==> config.mk <==
export PLATFORM = sky130hd
export DESIGN_NAME = audio_recorder
export DESIGN_NICKNAME = d
export VERILOG_FILES = /design/src/rtl/audio_recorder.sv
export SDC_FILE = /design/constraint.sdc
export NUM_CORES = 1
export LEC_CHECK = 0
export BUFFER_PORTS_ARGS = -buffer_cell sky130_fd_sc_hd__buf_2
export CORE_ASPECT_RATIO = 1.5
export CORE_MARGIN = 4
export CORE_UTILIZATION = 50
export CTS_CLUSTER_SIZE = 14
export DETAILED_ROUTE_END_ITERATION = 10
export HOLD_SLACK_MARGIN = 0.03
export PLACE_DENSITY = 0.82
export SYNTH_ARGS = -nofsm -noshare
export SYNTH_HDL_FRONTEND = slang
export SYNTH_SLANG_ARGS = --single-unit
==> constraint.sdc <==
create_clock -name i_clk -period 2.3 [get_ports i_clk]
set_clock_uncertainty 0.05 [all_clocks]
set_input_delay 0.115 -clock i_clk [delete_from_list [all_inputs] [get_ports i_clk]]
set_output_delay 0.115 -clock i_clk [all_outputs]
set_load 0.01 [all_outputs]
==> src/rtl/audio_recorder.sv <==
// audio_recorder: captures left-channel I2S samples from an audio codec ADC
// and emits one SRAM write per sample. Recording can be started, paused,
// resumed and stopped. The block stops writing once the last address is used.
//
// Ports:
//   i_clk        codec BCLK; all logic runs on its rising edge
//   i_rst        synchronous active-high reset
//   i_init_done  codec configuration finished (level); gates i_start
//   i_start      start a fresh recording from IDLE or resume from PAUSE (pulse)
//   i_pause      pause recording, dropping any partial sample (pulse)
//   i_stop       return to IDLE from any state (pulse)
//   i_lrc        codec ADCLRCK, low = left channel
//   i_adcdat     codec serial ADC data, MSB first
//   o_data       captured left sample, valid with o_wr
//   o_address    SRAM word address, valid with o_wr
//   o_wr         one-cycle write strobe
//   o_length     samples written since the last fresh start
//   o_full       last writable address has been written
//   o_state      current state encoding
module audio_recorder #(
  parameter int unsigned DATA_W   = 16,
  parameter int unsigned ADDR_W   = 20,
  parameter int unsigned MAX_ADDR = 2**ADDR_W - 1
) (
  input  logic              i_clk,
  input  logic              i_rst,
  input  logic              i_init_done,
  input  logic              i_start,
  input  logic              i_pause,
  input  logic              i_stop,
  input  logic              i_lrc,
  input  logic              i_adcdat,
  output logic [DATA_W-1:0] o_data,
  output logic [ADDR_W-1:0] o_address,
  output logic              o_wr,
  output logic [ADDR_W:0]   o_length,
  output logic              o_full,
  output logic [2:0]        o_state
);

  localparam int unsigned       CNT_W     = $clog2(DATA_W + 1);
  localparam logic [CNT_W-1:0]  LAST_BIT  = CNT_W'(DATA_W - 1);
  localparam logic [ADDR_W-1:0] LAST_ADDR = ADDR_W'(MAX_ADDR);

  typedef enum logic [2:0] {
    ST_IDLE  = 3'd0,
    ST_WAIT  = 3'd1,
    ST_SHIFT = 3'd2,
    ST_WRITE = 3'd3,
    ST_PAUSE = 3'd4,
    ST_FULL  = 3'd5
  } state_t;

  state_t            state;
  logic              lrc_d;
  logic [CNT_W-1:0]  bit_cnt;
  logic [DATA_W-2:0] shift_reg;
  logic [DATA_W-1:0] sample_next;
  logic [ADDR_W-1:0] next_addr;
  logic              lrc_fall;
  logic              start_ok;

  assign lrc_fall    = lrc_d & ~i_lrc;
  // A coinciding pause outranks start everywhere.
  assign start_ok    = i_start & i_init_done & ~i_pause;
  // Only DATA_W-1 bits are kept; the incoming bit completes the sample.
  assign sample_next = {shift_reg, i_adcdat};
  assign o_state     = state;

  always_ff @(posedge i_clk) begin
    if (i_rst) begin
      state     <= ST_IDLE;
      lrc_d     <= 1'b1;
      bit_cnt   <= '0;
      shift_reg <= '0;
      next_addr <= '0;
      o_data    <= '0;
      o_address <= '0;
      o_wr      <= 1'b0;
      o_length  <= '0;
      o_full    <= 1'b0;
    end else begin
      lrc_d <= i_lrc;
      o_wr  <= 1'b0;
      if (i_stop) begin
        if (state != ST_IDLE) begin
          state  <= ST_IDLE;
          o_full <= 1'b0;
        end
      end else begin
        case (state)
          ST_IDLE: begin
            if (start_ok) begin
              o_length  <= '0;
              next_addr <= '0;
              state     <= ST_WAIT;
            end
          end
          ST_WAIT: begin
            if (i_pause) begin
              state <= ST_PAUSE;
            end else if (lrc_fall) begin
              // I2S one-bit delay slot: data on this edge is not sampled.
              bit_cnt <= '0;
              state   <= ST_SHIFT;
            end
          end
          ST_SHIFT: begin
            if (i_pause) begin
              state <= ST_PAUSE;
            end else begin
              shift_reg <= sample_next[DATA_W-2:0];
              bit_cnt   <= bit_cnt + 1'b1;
              if (bit_cnt == LAST_BIT) begin
                // Strobe is registered here so it is high while in WRITE.
                o_wr      <= 1'b1;
                o_data    <= sample_next;
                o_address <= next_addr;
                o_length  <= o_length + 1'b1;
                state     <= ST_WRITE;
              end
            end
          end
          ST_WRITE: begin
            // The strobe is already out; a pause here only affects what follows.
            if (o_address == LAST_ADDR) begin
              o_full <= 1'b1;
              state  <= ST_FULL;
            end else begin
              next_addr <= next_addr + 1'b1;
              state     <= i_pause ? ST_PAUSE : ST_WAIT;
            end
          end
          ST_PAUSE: begin
            if (start_ok) begin
              state <= ST_WAIT;
            end
          end
          ST_FULL: begin
            state <= ST_FULL;
          end
          default: begin
            state <= ST_IDLE;
          end
        endcase
      end
    end
  end

endmodule

==> reports/results.tsv <==
metric	value	unit
outcome	finished, final reports clean	
synthArstFlopShare	0	%
ys_seq_elements	103	
yosys_most_used_dff	dfxtp_1	
hpwl	7500	microns
worstPathArrival	2.31	ns
hold_path_class	input port to register	
regMostFlops	o_length	
synth_area_per_cell	8.37	sq um
cts_tree	yes	
synth_top_area_cell	dfxtp_1	
grt_pass1_vias	3833	
yosysTopAreaCellShare	45.9	%
startpoint_type	register	
syn_nets	549	
wl_per_cell	14.6	microns
nFillCells	757	
synthCells	537	
mostFrequentLayoutCells	126 x nand2_1, 103 x dfxtp_1, 73 x a21oi_1	
stdcell_area	5260	sq um
power.density	655	nW/um^2
fin_util	59.9	%
drtIter0Drc	269	
fmax	470	MHz
clkTransAtPathRegs	0.07	ns
layout_commonest_cell	nand2_1	
grt_max_degree	62	
holdPathStages	4	
period_minus_slack	2.13	ns
setup_viol	0	
rr_worst_depth	9	
multi_input_comb_area	2260	sq um
drcViolationCount	0	
clock-root-buffer	clkbuf_16	
fin_crit_sh	92.6	%
ys_seq_area_share	45.9	%
routabilityCongestion	0.879	
ys_warn_count	0	
start_util	51.2	%
overflow	0	
reg.largest.list	o_length (21), next_addr (20), o_address (20)	
htreeDepth	3	
p_leak	2.00	nW
io_pins	70	
clk_latency	0.35	ns
cp-end-kind	register	
die_x	85.4	microns
area_growth	17.0	%
portBuffers	69	
post_cts_buffers	0	
largest_reg_flops	21	
critPathKind	register to register	
clockBufferDepth	2	
dp_slack	0.133	ns
first_pass_iters	4	
yosys-top-cells-area	dfxtp_1 46%, nand2_1 11%, a21oi_1 8.1%, nor2_1 3.1%, xnor2_1 2.5%	
crit_required	2.48	ns
worst_pin_slew	0.596	ns
rsz0062_at_grt	false	
hold_viol_final	0	
maxCapViolations	0	
die_y	124	microns
grt_antenna_before_repair	0	
nets	615	
crit_fanout	10	
grt_pass1_wl	17600	microns
vias_per_cell	5.62	
syn-cell-area	4490	sq um
slew_viol_final	0	
numCtsBuffers	9	
yosysUniqueCellTypes	54	
drive_gt1_share	18.4	%
rows	42	
ir_drop	0.419	mV
setup_tns	0	ns
worst_slack	0.171	ns
die-area	10600	sq um
n_antenna_cell	0	
vias	4036	
ant_nets	0	
ff_latch_area	2060	sq um
synth-edff-count	0	
finalPower	3.45	mW
cts.sinks	103	
relSlewSlack	60.2	%
place_area	4940	sq um
track_usage	20.7	%
wl	10500	microns
core	8780	sq um
-- metrics by stage --
step	instances	hold slack [ns]
2_1_floorplan	537	0.162
3_3_place_gp	700	0.285
3_5_place_dp	700	0.302
4_1_cts	718	0.161
5_1_grt	718	0.196
6_report	718	0.166
-- metal layers --
metal  vias to the layer above  share of wire [%]  track usage (%)
li1                       1998                  -                -
met1                      1916                 40             23.5
met2                       107                 53             36.9
met3                        15                4.8             5.49
met4                         0                1.7             7.72
met5                         -                  0                0
-- Yosys cell counts, drive strengths merged, types with 8 or more instances --
library cell  count
nand2           126
o21ai            10
nor2             38
and3              8
clkbuf           14
a21oi            74
inv              10
nand4            12
xor2             11
nand3            17
o31ai             9
or4              10
xnor2            13
dfxtp           103
buf              13
-- path summary, 6_finish.rpt --
kind	startpoint	end	slack, ns
setup / recovery	bit_cnt[0]	o_length[18]	0.17
hold / removal	i_pause	o_state[0]	0.17
setup reg to reg	bit_cnt[0]	o_length[18]	0.17
hold reg to reg	o_data[0]	o_data[0]	0.40
-- power breakdown --
group / internal [mW] / switching (mW) / total (mW)
Clock: 0.856 / 0.686 / 1.54
Sequential: 1.79 / 0.00717 / 1.79
Combinational: 0.0350 / 0.0753 / 0.110
-- area by class of cell --
cell class | count | area share, %
clock buffers | 11 | 4.42
clock inverters | 5 | 1.24
inverters | 10 | 0.714
multi-input cells | 397 | 43.0
flip-flops and latches | 103 | 39.2
well taps | 110 | 2.62
repair buffers | 82 | 8.82
-- logic make-up after synthesis --
| family | count (synthesis) | synth area share (%) |
|---|---|---|
| AO/OA/AOI/OAI | 112 | 15.8 |
| flip-flops | 103 | 45.9 |
| XOR/XNOR | 24 | 4.68 |
| multiplexers | 1 | 0.223 |
| buffers and inverters | 37 | 3.87 |
| adder cells (fa/ha/maj) | 4 | 1.11 |
| AND/OR/NAND/NOR | 256 | 28.4 |
-- critical path, stage by stage (launching register included) --
cell and delay, ns:
dfxtp_1 0.38, ha_1 0.17, and3_1 0.16, ha_2 0.21
nand2b_1 0.11, a2111oi_4 0.37, buf_6 0.18, and4_1 0.20
xnor2_1 0.11, nor2_1 0.05
-- what timing repair did --
action	4_1_cts	5_1_grt
hold buffers	2	0
gates resized for setup	0	2
endpoints found under the setup margin	0	5
hold endpoints to repair	3	0
Note: power is estimated with default switching activity, not from simulation.
